$ cat src/rtl/irq_pend_latch.sv
// irq_pend_latch: synchronises and edge-detects eight request lines, latches events as pending,
// and clears them on encoder acknowledge while counting events lost to an already-pending line.
`default_nettype none

module irq_pend_latch #(
  parameter int SYNC_STAGES = 2,
  parameter int CNT_W       = 8
) (
  input  logic             clk,
  input  logic             rst,
  input  logic [7:0]       req,
  input  logic [7:0]       mask,
  input  logic             ack,
  input  logic [2:0]       ack_code,
  input  logic             ovf_clr,
  output logic [7:0]       pend,
  output logic             irq,
  output logic [7:0]       ovf,
  output logic [CNT_W-1:0] lost_cnt,
  output logic             ack_err
);

  localparam int SUM_W = CNT_W + 4;

  logic [SYNC_STAGES-1:0][7:0] sync_q;
  logic [7:0]       hist_q;
  logic [7:0]       pend_q, pend_d;
  logic [7:0]       ovf_q, ovf_d;
  logic [CNT_W-1:0] lost_cnt_q, lost_cnt_d;
  logic             irq_q, irq_d;
  logic             ack_err_q, ack_err_d;

  logic [7:0]       event_w;
  logic [7:0]       ack_sel_w;
  logic [7:0]       clr_w;
  logic [7:0]       lost_w;
  logic [2:0]       ack_bit_w;
  logic [3:0]       lost_n_w;
  logic [CNT_W-1:0] cnt_base_w;
  logic [SUM_W-1:0] cnt_sum_w;

  // Synchroniser chain per line plus the edge-detect history flop.
  always_ff @(posedge clk or posedge rst) begin
    if (rst) begin
      sync_q <= '0;
      hist_q <= '0;
    end else begin
      sync_q[0] <= req;
      for (int i = 1; i < SYNC_STAGES; i++) begin
        sync_q[i] <= sync_q[i-1];
      end
      hist_q <= sync_q[SYNC_STAGES-1];
    end
  end

  always_comb begin
    event_w   = sync_q[SYNC_STAGES-1] & ~hist_q;
    // Encoder code c names bit 7-c.
    ack_bit_w = 3'd7 - ack_code;
    ack_sel_w = ack ? (8'b1 << ack_bit_w) : 8'b0;
    clr_w     = ack_sel_w & pend_q;
    lost_w    = event_w & pend_q & ~clr_w;
    // A fresh event beats a same-cycle clear.
    pend_d    = (pend_q & ~clr_w) | event_w;
    ovf_d     = (ovf_clr ? 8'b0 : ovf_q) | lost_w;

    lost_n_w = 4'd0;
    for (int i = 0; i < 8; i++) begin
      lost_n_w = lost_n_w + 4'(lost_w[i]);
    end

    cnt_base_w = ovf_clr ? '0 : lost_cnt_q;
    cnt_sum_w  = SUM_W'(cnt_base_w) + SUM_W'(lost_n_w);
    if (cnt_sum_w[SUM_W-1:CNT_W] != '0) begin
      lost_cnt_d = '1;
    end else begin
      lost_cnt_d = cnt_sum_w[CNT_W-1:0];
    end

    ack_err_d = ack & ~pend_q[ack_bit_w];
    irq_d     = |(pend_q & ~mask);
  end

  always_ff @(posedge clk or posedge rst) begin
    if (rst) begin
      pend_q     <= '0;
      ovf_q      <= '0;
      lost_cnt_q <= '0;
      irq_q      <= 1'b0;
      ack_err_q  <= 1'b0;
    end else begin
      pend_q     <= pend_d;
      ovf_q      <= ovf_d;
      lost_cnt_q <= lost_cnt_d;
      irq_q      <= irq_d;
      ack_err_q  <= ack_err_d;
    end
  end

  assign pend     = pend_q & ~mask;
  assign irq      = irq_q;
  assign ovf      = ovf_q;
  assign lost_cnt = lost_cnt_q;
  assign ack_err  = ack_err_q;

endmodule

`default_nettype wire

$ cat config.mk
export PLATFORM = sky130hd
export DESIGN_NAME = irq_pend_latch
export DESIGN_NICKNAME = d
export VERILOG_FILES = /design/src/rtl/irq_pend_latch.sv
export SDC_FILE = /design/constraint.sdc
export NUM_CORES = 1
export LEC_CHECK = 0
export BUFFER_PORTS_ARGS = -buffer_cell sky130_fd_sc_hd__buf_4
export CAP_MARGIN = 20
export CORE_ASPECT_RATIO = 0.8
export CORE_UTILIZATION = 50
export CTS_CLUSTER_DIAMETER = 200
export DETAILED_ROUTE_END_ITERATION = 16
export PLACE_DENSITY = 0.77
export SETUP_SLACK_MARGIN = 0.2
export SLEW_MARGIN = 25
export SYNTH_ARGS = -nofsm -noshare
export SYNTH_HDL_FRONTEND = slang
export SYNTH_SLANG_ARGS = --single-unit
$ cat constraint.sdc
create_clock -name clk -period 5.8 [get_ports clk]
set_input_delay 0.29 -clock clk [delete_from_list [all_inputs] [get_ports clk]]
set_output_delay 0.29 -clock clk [all_outputs]
set_load 0.1 [all_outputs]
### Word-level counts from Yosys, hierarchy flattened

Cells that the tools add are included.

| storage, ports and cells | value |
|---|---|
| register bits after elaboration | 50 |
| output and inout port bits | 26 |
| word-level logic and storage cells | 40 |

| cells by class | value |
|---|---|
| $add $sub $neg | 9 |
| magnitude comparators | 1 |
| shift operators | 1 |
| mux-type cells | 6 |
| bitwise gates (word level) | 13 |
| reductions and logical operators | 2 |

Operators with widths:

| cell | count |
|---|---|
| AND 8 bit | 6 |
| 2-to-1 mux 8 bit | 4 |
| inverter 8 bit | 3 |
| adder 4 x 1 -> 4 bit | 4 |
| OR 8 bit | 2 |
| adder 8 x 4 -> 9 bit | 1 |
| OR reduction 8 bit | 1 |
| left shift 1 x 3 -> 8 bit, first input constant | 1 |
| adder 3 x 1 -> 4 bit | 1 |
| less-than comparator 3 x 4 -> 1 bit, second input constant | 1 |
| nonzero test 4 bit | 1 |
| adder 2 x 1 -> 3 bit | 1 |
| binary-select mux 1 bit (select 3 bit) | 1 |
| subtractor 3 bit, first input constant | 1 |
| adder 1 x 1 -> 2 bit | 1 |
| AND 1 bit | 1 |
| 2-to-1 mux 1 bit | 1 |
| inverter 1 bit | 1 |

### Longest topological paths before layout

Gate-level depths: netlist (run 1).

| depth | value |
|---|---|
| depth after elaboration | 16 |
| gate-level depth with buffers | 13 |

### Worst setup path before layout (run 1)

OpenSTA, ideal clock, no wires.

| path | value |
|---|---|
| path type | input to register |
| start | in ack_code[1] |
| end | reg lost_cnt_q[6] (netlist: lost_cnt[6]) |
| setup time | 94 ps |
| arrival | 3517 ps |
| required time | 5706 ps |
| slack | 2189 ps |
| stages on the path | 13 |
| cells stage by stage | nand2b_1 o21ai_0 or3_1 fa_1 fa_1 fa_1 fa_1 inv_1 fa_1 nand3_1 a21oi_1 nor2_1 a211oi_1 |

| between the ends | value |
|---|---|
| longest elaborated chain between the ends | 16 |

RTL lines:

| item | line | text |
|---|---|---|
| start, declared | 14 | `input logic [2:0] ack_code,` |
| subtractor 3 bit * | 59 | `ack_bit_w = 3'd7 - ack_code;` |
| left shift 1 x 3 -> 8 bit * | 60 | `ack_sel_w = ack ? (8'b1 << ack_bit_w) : 8'b0;` |
| 2-to-1 mux 8 bit * | 60 |  |
| AND 8 bit * | 61 | `clr_w = ack_sel_w & pend_q;` |
| inverter 8 bit * | 62 | `lost_w = event_w & pend_q & ~clr_w;` |
| AND 8 bit * | 62 |  |
| adder 1 x 1 -> 2 bit | 69 | `lost_n_w = lost_n_w + 4'(lost_w[i]);` |
| adder 2 x 1 -> 3 bit | 69 |  |
| adder 3 x 1 -> 4 bit | 69 |  |
| adder 4 x 1 -> 4 bit (3 in series) | 69 |  |
| adder 4 x 1 -> 4 bit * | 69 |  |
| adder 8 x 4 -> 9 bit * | 73 | `cnt_sum_w = SUM_W'(cnt_base_w) + SUM_W'(lost_n_w);` |
| nonzero test 4 bit | 74 | `if (cnt_sum_w[SUM_W-1:CNT_W] != '0) begin` |
| 2-to-1 mux 8 bit * | 74 |  |
| via lost_cnt_d[6] | 29 | `logic [CNT_W-1:0] lost_cnt_q, lost_cnt_d;` |
| end signal, assigned | 94 | `lost_cnt_q <= lost_cnt_d;` |
| end, declared | 29 |  |

The timed path passes the listed nets; every way through them passes the cells marked *.

### Final worst setup path (run 1)

| path | value |
|---|---|
| start | reg pend_q[3] |
| end | reg lost_cnt_q[6] (netlist: lost_cnt[6]) |

| between the ends | value |
|---|---|
| longest elaborated chain between the ends | 11 |
| elaborated cells between the ends (all ways) | 12 |
| classes of those cells | add/sub: 6; mux: 1; bitwise: 4; reduce/logical: 1 |

RTL lines:

| item | line | text |
|---|---|---|
| start, declared | 27 | `logic [7:0] pend_q, pend_d;` |
| start signal, assigned | 92 | `pend_q <= pend_d;` |
| AND 8 bit | 61 |  |
| inverter 8 bit | 62 |  |
| AND 8 bit * | 62 |  |
| adder 3 x 1 -> 4 bit * | 69 |  |
| adder 4 x 1 -> 4 bit * (4 in series) | 69 |  |
| adder 8 x 4 -> 9 bit * | 73 |  |
| nonzero test 4 bit | 74 |  |
| 2-to-1 mux 8 bit * | 74 |  |
| via lost_cnt_d[6] | 29 |  |

Marks and branches as above.

==> flow_summary_export.csv, run 1 <==
group,metric,value,unit
run_status,status,"completed",
setup_path,start_kind,"flop",
placed_design,gp_congestion,0.919,
timing,skew,11.4,ps
routing,antenna_left,0,
clock_tree,clock-sinks,50,
setup_path,worstSetupPathType,"reg2reg",
final_layout,syn2layout_area_growth,25.3,%
global_route,grt_overflow,0,
setup_path,r2r_slack,2020,ps
final_layout,fillerInstances,297,
synthesis,synthesis.nets,207,
placed_design,dp_hpwl,2880,um
power_and_ir_drop,p_int,567,uW
synthesis,async_flop_share,100,%
timing,timing.final.ws_setup,2020,ps
power_and_ir_drop,p_clk_share,21.9,%
clock_tree,clk_pin_slew,100,ps
setup_path,end_kind,"flop",
timing,period_minus_slack,3780,ps
floorplanning,coreArea,3880,um^2
floorplanning,start_util,53.4,%
power_and_ir_drop,p_seq_share,41.0,%
synthesis,seq_area_frac_synth,60.4,%
job,drv_cap,0,
clock_tree,clk_latency,310,ps
clock_tree,cts_tree,"done",
power_and_ir_drop,switchingPower,409,uW
global_route,grt_use_total,20.1,%
placed_design,port_buffers,48,
power_and_ir_drop,comb_power_share,37.1,%
timing,timing.slew.headroom,45.8,%
routing,drt-pass1-iter-count,4,
floorplanning,dieArea,4400,um^2
power_and_ir_drop,vdd_drop_max,0.233,mV
routing,vias,1417,
synthesis,ys_types,29,
floorplanning,placement_rows,20,
timing,tightestPinTransition,812,ps
global_route,grt_pass1_wl,6130,um
global_route,grt_pass1_vias,1322,
synthesis,synthCells,173,
final_layout,final_common_cell,"dfrtp_1",
clock_tree,clk_path_buf_depth,2,
final_layout,finalInstanceArea,2590,um^2
routing,first_iter_violations,87,
clock_tree,postCtsHoldBufs,0,
synthesis,ys_ff_latch,50,
final_layout,layout-drive-gt1-share,26.3,%
power_and_ir_drop,switching_share,41.9,%
timing,hold_viol,0,
floorplanning,die_x,74.0,um
synthesis,syn_area,2070,um^2
timing,final.setup.tns,0,ps
clock_tree,cts_setup_buffers,0,
timing,rsz0062_at_grt,"false",
synthesis,yosysWarningCount,0,
global_route,grt_max_degree,51,
routing,wl_per_cell,13.6,um
placed_design,pre_cts_ws,1830,ps
timing,slew_violations,0,
setup_path,arrival,3990,ps
timing,finalSetupViolCount,0,
clock_tree,cts-root-buf,"clkbuf_8",
final_layout,final_nets,261,
setup_path,crit_fanout,3,
power_and_ir_drop,total_leakage_power,1.24,nW
routing,drt_wl_total,3840,um
global_route,antenna_found_initial,0,
power_and_ir_drop,p_per_area,376,nW/um^2
synthesis,synth_edf_count,0,
timing,fmax,264,MHz
final_layout,layout_common_cells,"50 x dfrtp_1, 48 x buf_4, 23 x o21ai_0, 20 x inv_1, 13 x nor2b_1",
synthesis,syn_avg_cell_area,12.0,um^2
placed_design,placed_area,2500,um^2
clock_tree,htree_levels,2,
final_layout,n_antenna_cell,0,
min_path,hold_class,"in2reg",
clock_tree,cts_resized,0,
floorplanning,die_y,59.6,um
setup_path,worstPathRequired,6010,ps
floorplanning,io_pins,49,
routing,drc,0,
synthesis,yosys_most_used_dff,"dfrtp_1",
routing,viasPerCell,5.01,
clock_tree,cts_buffers,5,
timing,finalCritPeriodShare,65.2,%
## synth_stat cells, types with 2 or more instances
library cell  count  area (um^2)
nand2b_1          7         43.8
nor2b_1          13         81.3
ha_1              6         75.1
a21oi_1           2         10.0
nor2_1            3         11.3
or3_1             8         50.1
nand2_1          11         41.3
o21a_1            4         30.0
mux4_2            2         45.0
o31ai_1           2         15.0
o21ai_0          23          115
dfrtp_1          50         1250
inv_1            21         78.8
nor4_1            2         12.5
fa_1              5          100
## metrics by stage
step / hold WS (ps) / cells / power, mW / utilization, %
2_1_floorplan: 321 / 173 / 0.685 / -
3_3_place_gp: 332 / 275 / 0.765 / 64.4
3_5_place_dp: 335 / 275 / 0.769 / 64.4
4_1_cts: 66.3 / 283 / 0.986 / 66.9
5_1_grt: 54.6 / 283 / 1.02 / 66.9
6_report: 80.7 / 283 / 0.976 / 66.9
## worst max-delay path, cell delays in order (launching register included)
cell and delay [ps]:
dfrtp_1 400, o21ai_0 110, or3_1 360, fa_1 570, fa_1 460, fa_1 490, fa_1 390, inv_1 80
fa_1 200, nand3_1 130, a21oi_1 210, nor2_1 60, a211oi_1 220
## cell type report
| class | count | area, um^2 | share of cell area, % |
|---|---|---|---|
| clock inverter | 3 | 28.8 | 1.11 |
| timing repair buffer | 48 | 360 | 13.9 |
| sequential | 50 | 1250 | 48.2 |
| multi-input combinational | 101 | 737 | 28.4 |
| inverter | 21 | 80.1 | 3.09 |
| tap | 55 | 68.8 | 2.65 |
| clock buffer | 5 | 68.8 | 2.65 |
## flip-flops by register name, summed over array words and instances, names as in the netlist
| name | cells |
|---|---|
| hist_q | 8 |
| ovf | 8 |
| ack_err | 1 |
| sync_q | 16 |
| pend_q | 8 |
| irq | 1 |
| lost_cnt | 8 |
## cells by family after synthesis
logic type               count (synthesis)  share of synthesized area (%)
AO/OA/AOI/OAI                           36                           10.2
adder cells (fa/ha/maj)                 11                           8.46
AND/OR/NAND/NOR                         49                           13.4
flip-flops                              50                           60.4
XOR/XNOR                                 1                          0.423
multiplexers                             4                           3.20
buffers and inverters                   22                           3.99
## power by group through the flow
stage / registers, mW / clock network [mW] / logic [mW]
floorplan: 0.552 / 0 / 0.133
global placement: 0.406 / 0 / 0.358
detailed placement: 0.408 / 0 / 0.361
CTS: 0.401 / 0.221 / 0.364
global route: 0.405 / 0.235 / 0.383
finish: 0.400 / 0.213 / 0.362
## final timing paths
| check | startpoint | cells past startpoint | to |
|---|---|---|---|
| min in group asynchronous | rst | 2 | ovf[4] |
| worst max-delay path | pend_q[3] | 12 | lost_cnt[6] |
| max in group asynchronous | rst | 2 | irq |
| worst max register to register | pend_q[3] | 12 | lost_cnt[6] |
| worst min register to register | sync_q[4] | 0 | sync_q[12] |
| worst min-delay path | req[7] | 1 | sync_q[7] |
## layer usage
layer	vias to the layer above	share of wire, %	wire length, um	track usage (%)
li1	694	-	-	-
met1	675	48	1860	27.6
met2	38	44	1700	28.6
met3	10	4.6	178	5.44
met4	0	2.8	106	12.4
met5	-	0	0	0
No activity file was read; power rests on OpenSTA's default activity.
==> run 2, diff against run 1 <==
Settings changed: CORE_UTILIZATION 50 to 47, PLACE_DENSITY 0.77 to 0.76.
Clock period 5.8 ns to 3.4 ns, I/O delays scaled along.
==> run 2 against run 1 <==
The flow now finishes with violations (setup timing). Clock-buffer cell count unchanged. Cell count is 9.2% higher. Combinational power increased by 95%. Total power rose by 86%. Final area increased by 11%. Utilization grew 1.9 points. Sequential power is 71% higher. Via count up 7.8%. Clock skew shrank 6.2 ps. Die area increased by 6.2%. Non-clock buffer count grew 24. Critical path type unchanged. Critical endpoint is now lost_cnt[5]. Largest power group is now combinational cells.
==> flow_summary_export.csv, run 2 (synthesis results as in run 1) <==
group,metric,value,unit
run_status,status,"finished, violations left",
run_status,failed_checks,"setup timing",
global_route,grt_pass1_wl,7060,um
routing,viasPerCell,4.94,
clock_tree,clk_pin_slew,100,ps
clock_tree,htree_levels,2,
timing,finalSetupViolCount,8,
placed_design,pre_cts_ws,-331,ps
power_and_ir_drop,comb_power_share,38.8,%
power_and_ir_drop,total_leakage_power,1.38,nW
timing,period_minus_slack,3630,ps
final_layout,final_nets,285,
routing,drc,0,
timing,fmax,276,MHz
global_route,grt_use_total,20.1,%
global_route,grt_pass1_vias,1546,
setup_path,end_kind,"flop",
routing,antenna_left,0,
floorplanning,placement_rows,21,
final_layout,layout_common_cells,"63 x buf_4, 50 x dfrtp_1, 20 x o21ai_0, 17 x inv_1, 12 x nor2b_1",
timing,rsz0062_at_grt,"true",
placed_design,placed_area,2610,um^2
floorplanning,die_x,76.2,um
final_layout,final_common_cell,"buf_4",
clock_tree,clk_latency,300,ps
global_route,antenna_found_initial,0,
timing,hold_viol,0,
clock_tree,cts_buffers,5,
timing,timing.slew.headroom,44.7,%
routing,wl_per_cell,13.8,um
placed_design,gp_congestion,0.883,
timing,skew,5.19,ps
power_and_ir_drop,vdd_drop_max,0.529,mV
min_path,hold_class,"in2async",
power_and_ir_drop,p_per_area,628,nW/um^2
clock_tree,cts-root-buf,"clkbuf_8",
global_route,grt_overflow,0,
job,drv_cap,0,
global_route,grt_max_degree,51,
setup_path,worstSetupPathType,"reg2reg",
setup_path,worst-r2r-cell-count,9,
routing,drt_wl_total,4250,um
floorplanning,coreArea,4200,um^2
clock_tree,clock-sinks,50,
floorplanning,die_y,61.4,um
power_and_ir_drop,p_seq_share,37.6,%
final_layout,layout-drive-gt1-share,37.3,%
placed_design,dp_hpwl,3010,um
placed_design,port_buffers,48,
timing,tightestPinTransition,829,ps
clock_tree,cts_tree,"done",
power_and_ir_drop,p_int,1.10,mW
floorplanning,start_util,49.3,%
timing,timing.final.ws_setup,-227,ps
floorplanning,dieArea,4680,um^2
setup_path,crit_fanout,2,
clock_tree,clk_path_buf_depth,2,
setup_path,start_kind,"flop",
setup_path,worstPathRequired,3620,ps
final_layout,finalInstanceArea,2890,um^2
power_and_ir_drop,p_clk_share,23.6,%
routing,first_iter_violations,158,
final_layout,syn2layout_area_growth,39.7,%
routing,vias,1527,
final_layout,regMostFlops,"sync_q",
timing,finalCritPeriodShare,107,%
setup_path,arrival,3840,ps
routing,drt-pass1-iter-count,5,
final_layout,largest_register_ffs,16,
power_and_ir_drop,switching_share,39.7,%
final_layout,n_antenna_cell,0,
floorplanning,io_pins,49,
timing,slew_violations,0,
power_and_ir_drop,switchingPower,721,uW
timing,worst_hold_slack,8.12,ps
run 2: cell count changes in the layout (fill, tap and decap cells not counted), sizes merged:
cell / change
buf: +16
bufinv: +1
clkinv: -1
dlygate4sd3: +8
run 2: timing repair:
item                                    in CTS  in global routing
hold buffers                                 8                  0
endpoints found under the hold margin        8                  0
buffers inserted                             3                  2
gates resized for setup                      8                  7
pin swaps                                    6                  1
cloned                                       0                  0
endpoints found under the setup margin       8                  8
run 2: critical path, stage by stage (launching register included):
cell	delay (ps)
dfrtp_1	400
or3_4	400
fa_1	560
fa_2	470
fa_2	570
fa_2	220
nor2b_2	50
o31a_1	270
or4b_1	490
o2111ai_1	110
run 2: area by class of cell:
cell class / count / area, um^2
tap: 57 / 71.3
clock buffer: 5 / 68.8
sequential: 50 / 1250
inverter: 21 / 80.1
clock inverter: 3 / 47.5
timing repair buffer: 72 / 564
fill: 309 / 1310
multi-input combinational: 101 / 810
run 2: worst paths after layout:
path	start	to	slack [ps]
max in group asynchronous	rst	ack_err	2910
worst min-delay path	rst	ovf[7]	8
worst max-delay path	hist_q[0]	lost_cnt[5]	-230
worst max register to register	hist_q[0]	lost_cnt[5]	-230
min in group clk	ack	ack_err	160
worst min register to register	sync_q[4]	sync_q[12]	360
run 2: power groups by stage:
stage / logic (mW) / registers, mW / clock network [mW]
5_1_grt: 0.752 / 0.692 / 0.458
2_1_floorplan: 0.237 / 0.942 / 0
3_5_place_dp: 0.652 / 0.696 / 0
4_1_cts: 0.687 / 0.684 / 0.433
3_3_place_gp: 0.646 / 0.695 / 0
6_report: 0.705 / 0.684 / 0.429
run 2: stage by stage:
step | TNS, ps | utilization, % | power (mW) | std cells
2_1_floorplan | -120 | - | 1.18 | 173
3_3_place_gp | -1370 | 62.0 | 1.34 | 288
3_5_place_dp | -2120 | 62.0 | 1.35 | 288
4_1_cts | -774 | 67.6 | 1.80 | 307
5_1_grt | -2130 | 68.8 | 1.90 | 309
6_report | -1160 | 68.8 | 1.82 | 309
run 2: layer usage:
| layer | GRT usage (%) | share of wire, % | up-vias |
|---|---|---|---|
| li1 | - | - | 734 |
| met1 | 26.4 | 45 | 744 |
| met2 | 34.1 | 49 | 43 |
| met3 | 5.33 | 4.5 | 6 |
| met4 | 5.22 | 0.99 | 0 |
| met5 | 0 | 0 | - |
